`src/rtl/rv32_pkg.sv`:
```
// Shared RV32I definitions: opcodes, funct3 codes, ALU op encoding, immediate helpers, D/E bundle.
package rv32_pkg;

   localparam logic [6:0] OPC_OP     = 7'h33;
   localparam logic [6:0] OPC_OP_IMM = 7'h13;
   localparam logic [6:0] OPC_LOAD   = 7'h03;
   localparam logic [6:0] OPC_STORE  = 7'h23;
   localparam logic [6:0] OPC_BRANCH = 7'h63;
   localparam logic [6:0] OPC_JAL    = 7'h6F;
   localparam logic [6:0] OPC_JALR   = 7'h67;
   localparam logic [6:0] OPC_LUI    = 7'h37;
   localparam logic [6:0] OPC_AUIPC  = 7'h17;

   localparam logic [2:0] F3_BEQ  = 3'd0;
   localparam logic [2:0] F3_BNE  = 3'd1;
   localparam logic [2:0] F3_BLT  = 3'd4;
   localparam logic [2:0] F3_BGE  = 3'd5;
   localparam logic [2:0] F3_BLTU = 3'd6;
   localparam logic [2:0] F3_BGEU = 3'd7;
   localparam logic [2:0] F3_SR   = 3'd5;

   typedef enum logic [4:0] {
      ALU_ADD, ALU_SUB, ALU_SLL, ALU_SLT, ALU_SLTU,
      ALU_XOR, ALU_SRL, ALU_SRA, ALU_OR, ALU_AND, ALU_PASS_B
   } alu_op_e;

   typedef struct packed {
      logic        valid;
      logic [31:0] pc;
      logic [31:0] a;
      logic [31:0] b;
      logic [31:0] imm;
      logic [31:0] tgt;
      alu_op_e     op;
      logic [4:0]  rd;
      logic [2:0]  f3;
      logic        wr;
      logic        ld;
      logic        st;
      logic        br;
      logic        jal;
      logic        jalr;
      logic        opa_pc;
      logic        use_imm;
   } de_t;

   function automatic logic [31:0] imm_i(input logic [31:0] i);
      return {{21{i[31]}}, i[30:20]};
   endfunction

   function automatic logic [31:0] imm_s(input logic [31:0] i);
      return {{21{i[31]}}, i[30:25], i[11:7]};
   endfunction

   function automatic logic [31:0] imm_b(input logic [31:0] i);
      return {{20{i[31]}}, i[7], i[30:25], i[11:8], 1'b0};
   endfunction

   function automatic logic [31:0] imm_u(input logic [31:0] i);
      return {i[31:12], 12'h000};
   endfunction

   function automatic logic [31:0] imm_j(input logic [31:0] i);
      return {{12{i[31]}}, i[19:12], i[20], i[30:21], 1'b0};
   endfunction

   function automatic alu_op_e alu_decode(input logic [2:0] f3, input logic alt);
      case (f3)
         3'd0:    return alt ? ALU_SUB : ALU_ADD;
         3'd1:    return ALU_SLL;
         3'd2:    return ALU_SLT;
         3'd3:    return ALU_SLTU;
         3'd4:    return ALU_XOR;
         3'd5:    return alt ? ALU_SRA : ALU_SRL;
         3'd6:    return ALU_OR;
         default: return ALU_AND;
      endcase
   endfunction

endpackage

```
`src/rtl/rv32_decode.sv`:
```
// Decode / register-read stage: register file, immediates, hazard stall and the D/E register.
module rv32_decode
   import rv32_pkg::*;
(
   input  logic        clk,
   input  logic        rst,
   input  logic        fd_valid,
   input  logic [31:0] fd_instr,
   input  logic [31:0] fd_pc,
   input  logic        hold,
   input  logic        flush,
   input  logic        rt_wr,
   input  logic [4:0]  rt_rd,
   input  logic [31:0] rt_res,
   output logic        stall,
   output de_t         de,
   output logic [31:0] r5,
   output logic [31:0] r6,
   output logic [31:0] r7,
   output logic [31:0] r10
);

   logic [31:0] regs [32];
   logic [4:0]  rs1, rs2;
   logic [31:0] rv1, rv2;
   logic        use1, use2;
   de_t         d;

   assign rs1 = fd_instr[19:15];
   assign rs2 = fd_instr[24:20];
   assign r5  = regs[5];
   assign r6  = regs[6];
   assign r7  = regs[7];
   assign r10 = regs[10];

   // Register read with write-first bypass from the retire port
   always_comb begin
      rv1 = regs[rs1];
      rv2 = regs[rs2];
      if (rt_wr && rt_rd == rs1) rv1 = rt_res;
      if (rt_wr && rt_rd == rs2) rv2 = rt_res;
      if (rs1 == 5'd0) rv1 = '0;
      if (rs2 == 5'd0) rv2 = '0;
   end

   // Instruction field decode into the D/E bundle
   always_comb begin
      d         = '0;
      use1      = 1'b0;
      use2      = 1'b0;
      d.valid   = 1'b1;
      d.pc      = fd_pc;
      d.a       = rv1;
      d.b       = rv2;
      d.rd      = fd_instr[11:7];
      d.f3      = fd_instr[14:12];
      d.op      = ALU_ADD;
      d.use_imm = 1'b1;
      d.imm     = imm_i(fd_instr);
      case (fd_instr[6:0])
         OPC_OP: begin
            d.op = alu_decode(d.f3, fd_instr[30]);
            d.use_imm = 1'b0;
            d.wr = 1'b1; use1 = 1'b1; use2 = 1'b1;
         end
         OPC_OP_IMM: begin
            d.op = alu_decode(d.f3, fd_instr[30] && d.f3 == F3_SR);
            d.wr = 1'b1; use1 = 1'b1;
         end
         OPC_LOAD:   begin d.ld = 1'b1; d.wr = 1'b1; use1 = 1'b1; end
         OPC_STORE:  begin d.st = 1'b1; d.imm = imm_s(fd_instr); use1 = 1'b1; use2 = 1'b1; end
         OPC_BRANCH: begin d.br = 1'b1; d.imm = imm_b(fd_instr); use1 = 1'b1; use2 = 1'b1; end
         OPC_JAL:    begin d.jal = 1'b1; d.wr = 1'b1; d.imm = imm_j(fd_instr); end
         OPC_JALR:   begin d.jalr = 1'b1; d.wr = 1'b1; use1 = 1'b1; end
         OPC_LUI:    begin d.op = ALU_PASS_B; d.imm = imm_u(fd_instr); d.wr = 1'b1; end
         OPC_AUIPC:  begin d.opa_pc = 1'b1; d.imm = imm_u(fd_instr); d.wr = 1'b1; end
         default:    ;
      endcase
      d.tgt = fd_pc + d.imm;
   end

   // RAW hazard against the instructions in D/E and retire
   always_comb begin
      stall = 1'b0;
      if (de.valid && de.wr && de.rd != 5'd0 &&
          ((use1 && de.rd == rs1) || (use2 && de.rd == rs2)))
         stall = fd_valid;
      if (rt_wr && rt_rd != 5'd0 &&
          ((use1 && rt_rd == rs1) || (use2 && rt_rd == rs2)))
         stall = fd_valid;
   end

   // Register file write from the retire register
   always_ff @(posedge clk) begin
      if (rst) begin
         for (int unsigned i = 0; i < 32; i++) regs[i] <= '0;
      end else if (rt_wr && rt_rd != 5'd0) begin
         regs[rt_rd] <= rt_res;
      end
   end

   // D/E register: hold on memory stall, bubble on flush or hazard
   always_ff @(posedge clk) begin
      if (rst) begin
         de.valid <= 1'b0;
      end else if (!hold) begin
         if (flush || stall || !fd_valid) de.valid <= 1'b0;
         else                             de <= d;
      end
   end

endmodule

```
`src/rtl/rv32_execute.sv`:
```
// Execute / memory stage: ALU, branch resolution, data bus, and the retire register.
module rv32_execute
   import rv32_pkg::*;
(
   input  logic        clk,
   input  logic        rst,
   input  de_t         de,
   output logic [31:0] db_addr,
   output logic [3:0]  db_lanes,
   input  logic [31:0] db_din,
   output logic [31:0] db_dout,
   output logic        db_wr,
   output logic        db_valid,
   input  logic        db_ready,
   output logic        jmp,
   output logic [31:0] jmp_addr,
   output logic        mem_stall,
   output logic        rt_wr,
   output logic [4:0]  rt_rd,
   output logic [31:0] rt_res
);

   logic [31:0] a, b, alu, bsel, wsh, hsh, ldv, res;
   logic [4:0]  sh;
   logic        taken;

   // ALU and branch compare
   always_comb begin
      a  = de.opa_pc ? de.pc : de.a;
      b  = de.use_imm ? de.imm : de.b;
      sh = b[4:0];
      case (de.op)
         ALU_ADD:    alu = a + b;
         ALU_SUB:    alu = a - b;
         ALU_SLL:    alu = a << sh;
         ALU_SLT:    alu = {31'd0, $signed(a) < $signed(b)};
         ALU_SLTU:   alu = {31'd0, a < b};
         ALU_XOR:    alu = a ^ b;
         ALU_SRL:    alu = a >> sh;
         ALU_SRA:    alu = 32'($signed(a) >>> sh);
         ALU_OR:     alu = a | b;
         ALU_AND:    alu = a & b;
         ALU_PASS_B: alu = b;
         default:    alu = '0;
      endcase
      case (de.f3)
         F3_BEQ:  taken = de.a == de.b;
         F3_BNE:  taken = de.a != de.b;
         F3_BLT:  taken = $signed(de.a) < $signed(de.b);
         F3_BGE:  taken = $signed(de.a) >= $signed(de.b);
         F3_BLTU: taken = de.a < de.b;
         F3_BGEU: taken = de.a >= de.b;
         default: taken = 1'b0;
      endcase
      jmp      = de.valid && (de.jal || de.jalr || (de.br && taken));
      jmp_addr = de.jalr ? {alu[31:1], 1'b0} : de.tgt;
   end

   // Data bus request, store lane steering and load extraction
   always_comb begin
      db_valid  = de.valid && (de.ld || de.st);
      db_wr     = de.st;
      db_addr   = {alu[31:2], 2'b00};
      mem_stall = db_valid && !db_ready;
      case (de.f3[1:0])
         2'b00:   begin db_lanes = 4'b0001 << alu[1:0]; db_dout = {4{de.b[7:0]}}; end
         2'b01:   begin db_lanes = alu[1] ? 4'b1100 : 4'b0011; db_dout = {2{de.b[15:0]}}; end
         default: begin db_lanes = '1; db_dout = de.b; end
      endcase
      bsel = db_din;
      wsh  = bsel >> {alu[1:0], 3'b000};
      hsh  = bsel >> {alu[1], 4'b0000};
      case (de.f3)
         3'd0:    ldv = {{24{wsh[7]}}, wsh[7:0]};
         3'd4:    ldv = {24'd0, wsh[7:0]};
         3'd1:    ldv = {{16{hsh[15]}}, hsh[15:0]};
         3'd5:    ldv = {16'd0, hsh[15:0]};
         default: ldv = bsel;
      endcase
      if (de.jal || de.jalr) res = de.pc + 32'd4;
      else if (de.ld)        res = ldv;
      else                   res = alu;
   end

   // Retire register; a stalled memory access retires only once db_ready arrives
   always_ff @(posedge clk) begin
      if (rst) begin
         rt_wr <= 1'b0;
      end else begin
         rt_wr  <= de.valid && de.wr && !mem_stall;
         rt_rd  <= de.rd;
         rt_res <= res;
      end
   end

endmodule

```
`src/rtl/rv32i_pipe_core.sv`:
```
// Three-stage RV32I core top: fetch stage with one-word hold buffer, decode and execute instances.
module rv32i_pipe_core
   import rv32_pkg::*;
#(
   parameter logic [31:0] RESET_PC = 32'h0000_0000
) (
   input  logic        clk,
   input  logic        rst,
   output logic [31:0] ib_addr,
   input  logic [31:0] ib_din,
   output logic        ib_valid,
   input  logic        ib_ready,
   output logic [31:0] db_addr,
   output logic [3:0]  db_lanes,
   input  logic [31:0] db_din,
   output logic [31:0] db_dout,
   output logic        db_wr,
   output logic        db_valid,
   input  logic        db_ready,
   output logic [31:0] r5,
   output logic [31:0] r6,
   output logic [31:0] r7,
   output logic [31:0] r10
);

   logic [31:0] pc, fd_instr, fd_pc, hb_instr, hb_pc, jmp_addr, rt_res;
   logic        fetch_en, fd_valid, hb_valid, jmp, stall, mem_stall, rt_wr;
   logic        fire, fd_free;
   logic [4:0]  rt_rd;
   de_t         de;

   assign ib_addr  = pc;
   assign ib_valid = fetch_en && !hb_valid;
   assign fire     = ib_valid && ib_ready && !jmp;
   assign fd_free  = !fd_valid || (!stall && !mem_stall);

   // Fetch: a word returned while F/D cannot advance parks in the hold buffer
   always_ff @(posedge clk) begin
      if (rst) begin
         pc       <= RESET_PC;
         fetch_en <= 1'b0;
         fd_valid <= 1'b0;
         hb_valid <= 1'b0;
      end else begin
         fetch_en <= 1'b1;
         if (jmp) begin
            pc       <= jmp_addr;
            fd_valid <= 1'b0;
            hb_valid <= 1'b0;
         end else begin
            if (fire) pc <= pc + 32'd4;
            if (fd_free) begin
               if (hb_valid) begin
                  fd_instr <= hb_instr;
                  fd_pc    <= hb_pc;
                  hb_valid <= 1'b0;
               end else begin
                  fd_instr <= ib_din;
                  fd_pc    <= pc;
               end
               fd_valid <= hb_valid || fire;
            end else if (fire) begin
               hb_instr <= ib_din;
               hb_pc    <= pc;
               hb_valid <= 1'b1;
            end
         end
      end
   end

   rv32_decode u_decode (
      .clk(clk), .rst(rst), .fd_valid(fd_valid), .fd_instr(fd_instr), .fd_pc(fd_pc),
      .hold(mem_stall), .flush(jmp), .rt_wr(rt_wr), .rt_rd(rt_rd), .rt_res(rt_res),
      .stall(stall), .de(de), .r5(r5), .r6(r6), .r7(r7), .r10(r10)
   );

   rv32_execute u_execute (
      .clk(clk), .rst(rst), .de(de),
      .db_addr(db_addr), .db_lanes(db_lanes), .db_din(db_din), .db_dout(db_dout),
      .db_wr(db_wr), .db_valid(db_valid), .db_ready(db_ready),
      .jmp(jmp), .jmp_addr(jmp_addr), .mem_stall(mem_stall),
      .rt_wr(rt_wr), .rt_rd(rt_rd), .rt_res(rt_res)
   );

endmodule

```
`config.mk`:
```
export PLATFORM = sky130hd
export DESIGN_NAME = rv32i_pipe_core
export DESIGN_NICKNAME = d
export VERILOG_FILES = /design/src/rtl/rv32_pkg.sv /design/src/rtl/rv32_decode.sv /design/src/rtl/rv32_execute.sv /design/src/rtl/rv32i_pipe_core.sv
export SDC_FILE = /design/constraint.sdc
export NUM_CORES = 2
export LEC_CHECK = 0
export ABC_CLOCK_PERIOD_IN_PS = 12100
export CAP_MARGIN = 20
export CORE_UTILIZATION = 43
export DETAILED_ROUTE_END_ITERATION = 16
export PLACE_DENSITY_LB_ADDON = 0.3
export SKIP_LAST_GASP = 1
export SLEW_MARGIN = 30
export SYNTH_ARGS = -nofsm -noshare
export SYNTH_HDL_FRONTEND = slang
export SYNTH_HIERARCHICAL = 1
export SYNTH_SLANG_ARGS = --single-unit
```
`constraint.sdc`:
```
create_clock -name clk -period 12.1 [get_ports clk]
set_input_delay 1.21 -clock clk [delete_from_list [all_inputs] [get_ports clk]]
set_output_delay 1.21 -clock clk [all_outputs]
set_load 0.01 [all_outputs]
```
==> flow_summary.json <==
{
  "outcome": "completed",
  "slew_headroom": 0.227,
  "die_w_um": 443,
  "synthDistinctLibCells": 103,
  "layout_commonest_cell": "edfxtp_1",
  "highest_layer": "met5",
  "seq_area_frac_synth": 0.501,
  "ys_ff_latch": 1406,
  "crit_arrival_ps": 8230,
  "cts_hold_buf": 0,
  "setup_viol": 0,
  "port-buffer-count": 296,
  "end_kind": "primary output",
  "h-tree-depth": 4,
  "postCtsSetupBuffers": 0,
  "min_to": "u_decode/de[12]$_DFFE_PP_",
  "start_kind": "flop",
  "max_stage_delay_ps": 820,
  "drive_gt1_frac": 0.187,
  "coreArea_um2": 193000,
  "maxSlewViolCount": 0,
  "hold_path_class": "reg -> reg",
  "slowest_stage": "a2111oi_0",
  "num-nets-final": 6877,
  "clk_pin_slew_ps": 60,
  "synth_cells": 6529,
  "dieArea_um2": 196000,
  "routabilityCongestion": 1.03,
  "setup_ws_ps": 2660,
  "worstSetupStartpoint": "u_decode/de[0]$_DFFE_PP_",
  "worst_slew_pin_slew_ps": 1150,
  "wl_met1_mm": 132,
  "crit_type": "reg -> out",
  "clkLatencyLatePin_ps": 840,
  "finalHoldViolations": 0,
  "synth-edff-count": 1369,
  "rr_startpoint": "u_decode/de[0]$_DFFE_PP_",
  "antenna_found_initial": 30,
  "cp.required_ps": 10890,
  "yosysTopAreaCellShare": 0.492,
  "place_ws_ps": 3770,
  "crit_fanout": 56,
  "overflow": 0,
  "final.setup.tns_ps": 0,
  "dr.pass1.iters": 6,
  "start_util": 0.434,
  "vias": 61500,
  "hold_depth": 0,
  "fin_skew_ps": 62.1,
  "clockBufferDepth": 3,
  "grt_pass1_vias": 58000,
  "cts_sinks": 1406,
  "maxCapViolCount": 0,
  "hold_start": "fd_instr[8]$_DFFE_PP_",
  "rsz0062_at_grt": "no",
  "max_freq_mhz": 106,
  "die_h_um": 443,
  "grt_pass1_wl_mm": 471,
  "min_period_over_period": 0.780,
  "area_delta_synth_final_pct": 12.8,
  "synth_top_flop_cell": "edfxtp_1",
  "peakVddDrop_mv": 0.127,
  "drtIter0Drc": 9933,
  "final.min_clock_period_ps": 9440,
  "drc_errors": 0,
  "wl_per_cell_um": 37.2,
  "synth_area_leader_cell": "edfxtp_1",
  "path_cells": "buf_4 -> mux2i_4 -> buf_4 -> inv_4 -> ha_1 -> fa_1 -> o21ba_1 -> or4_1 -> a211o_1 -> and2_1 -> a2111oi_0 -> o21ai_0 -> a2111oi_0 -> a221oi_1 -> nand2_1 -> clkdlybuf4s50_1",
  "avgSynthCellArea_um2": 12.8,
  "cts_tree": "yes",
  "grt_max_degree": 181,
  "reg2reg_depth": 18,
  "cts-root-buf": "clkbuf_16",
  "rr_endpoint": "ib_addr[30]$_SDFFE_PP0P_",
  "vias_per_cell": 6.61,
  "synth_area_um2": 83600,
  "yosys_warnings": 6,
  "async_flop_share": 0,
  "track_usage": 0.345,
  "finalWirelength_mm": 346,
  "pwr_density_cell_nw_per_um2": 127,
  "ant_nets": 0,
  "layout_common_cells": "edfxtp_1, and2_1, mux4_2",
  "cts_resized": 0,
  "wl_met2_mm": 151,
  "leakage_nw": 34.4,
  "synth_area_leaders": "edfxtp_1, mux4_2, and2_1",
  "wl_met3_mm": 42.0,
  "pin_count": 299,
  "place.detailed.hpwl_mm": 242,
  "r2r_slack_ps": 4510,
  "rows": 161,
  "cts_made_buffers": 155
}
## Yosys cell counts (all sizes together) (37+ instances only)
library cell,count
edfxtp,1369
and2,1019
mux4,567
clkbuf,405
nand2,325
mux2i,301
nor2,295
a21oi,233
o21ai,194
buf,172
inv,170
ha,162
mux2,146
nor3,110
o22ai,85
nand3,77
xnor2,67
a211oi,65
a21o,55
nor2b,52
o211ai,48
or2,40
xor2,40
dfxtp,37
nand4,37
## worst max-delay path, delay by kind of cell, from the launching register on
kind | cells | cell delay (ps)
flops | 1 | 320
compound gates | 6 | 2660
buf+inv | 4 | 2130
mux | 1 | 320
simple gates | 3 | 1060
fa+ha+maj | 2 | 840
## power breakdown
part           switching [mW]  internal (mW)
logic                   0.990          0.598
clock network            2.06           2.65
registers               0.131           5.52
## state kept, by name, summed over array words and instances, names as in the netlist
| signal | count |
|---|---|
| fd_instr | 32 |
| fd_pc | 32 |
| fd_valid | 1 |
| fetch_en | 1 |
| hb_instr | 32 |
| hb_pc | 32 |
| hb_valid | 1 |
| ib_addr | 32 |
| u_decode/de | 181 |
| u_decode/regs | 1024 |
| u_execute/rt_rd | 5 |
| u_execute/rt_res | 32 |
| u_execute/rt_wr | 1 |
## metrics by stage
step / hold WS, ps / instance area, um2 / cells / utilization / total power [mW]
floorplan: 424 / 83700 / 6562 / - / 6.60
global placement: 466 / 89200 / 9009 / 0.463 / 7.26
detailed placement: 436 / 89300 / 9011 / 0.463 / 7.28
CTS: 452 / 94200 / 9290 / 0.489 / 11.9
global route: 472 / 94300 / 9294 / 0.489 / 12.2
finish: 450 / 94300 / 9304 / 0.489 / 12.0
## area by class of cell
class / count / area, um2
Multi-Input combinational cell: 4407 / 39000
Clock inverter: 71 / 803
Clock buffer: 208 / 4160
Sequential cell: 1406 / 41900
Antenna cell: 12 / 30.0
Fill cell: 16500 / 98400
Timing Repair Buffer: 502 / 4680
Inverter: 172 / 648
Tap cell: 2526 / 3160
## kinds of logic after synthesis
group | share of synthesized area
AOI/OAI and AO/OA | 0.0778
xor gates and xnor gates | 0.0112
adders and majority gates | 0.0250
buffers and inverters | 0.0381
DFF | 0.501
muxes | 0.209
other | 0.0000898
and+or+nand+nor | 0.139
## per-layer routing
layer  GRT usage  vias to the layer above
met3      0.0865                      769
met5           0                        -
met2       0.508                     4280
met4       0.175                       12
met1       0.472                    31400
li1            -                    25000
## worst max path at each step
stage	to	slack [ps]	cells after the start
3_3_place_gp	db_addr[30]	3920	16
4_1_cts	db_addr[30]	2840	16
2_1_floorplan	u_decode/de[0]$_DFFE_PP_	1050	14
5_1_grt	db_addr[30]	2560	16
6_report	db_addr[30]	2660	16
3_5_place_dp	db_addr[30]	3770	16
Power figures use the tool's default switching activity.
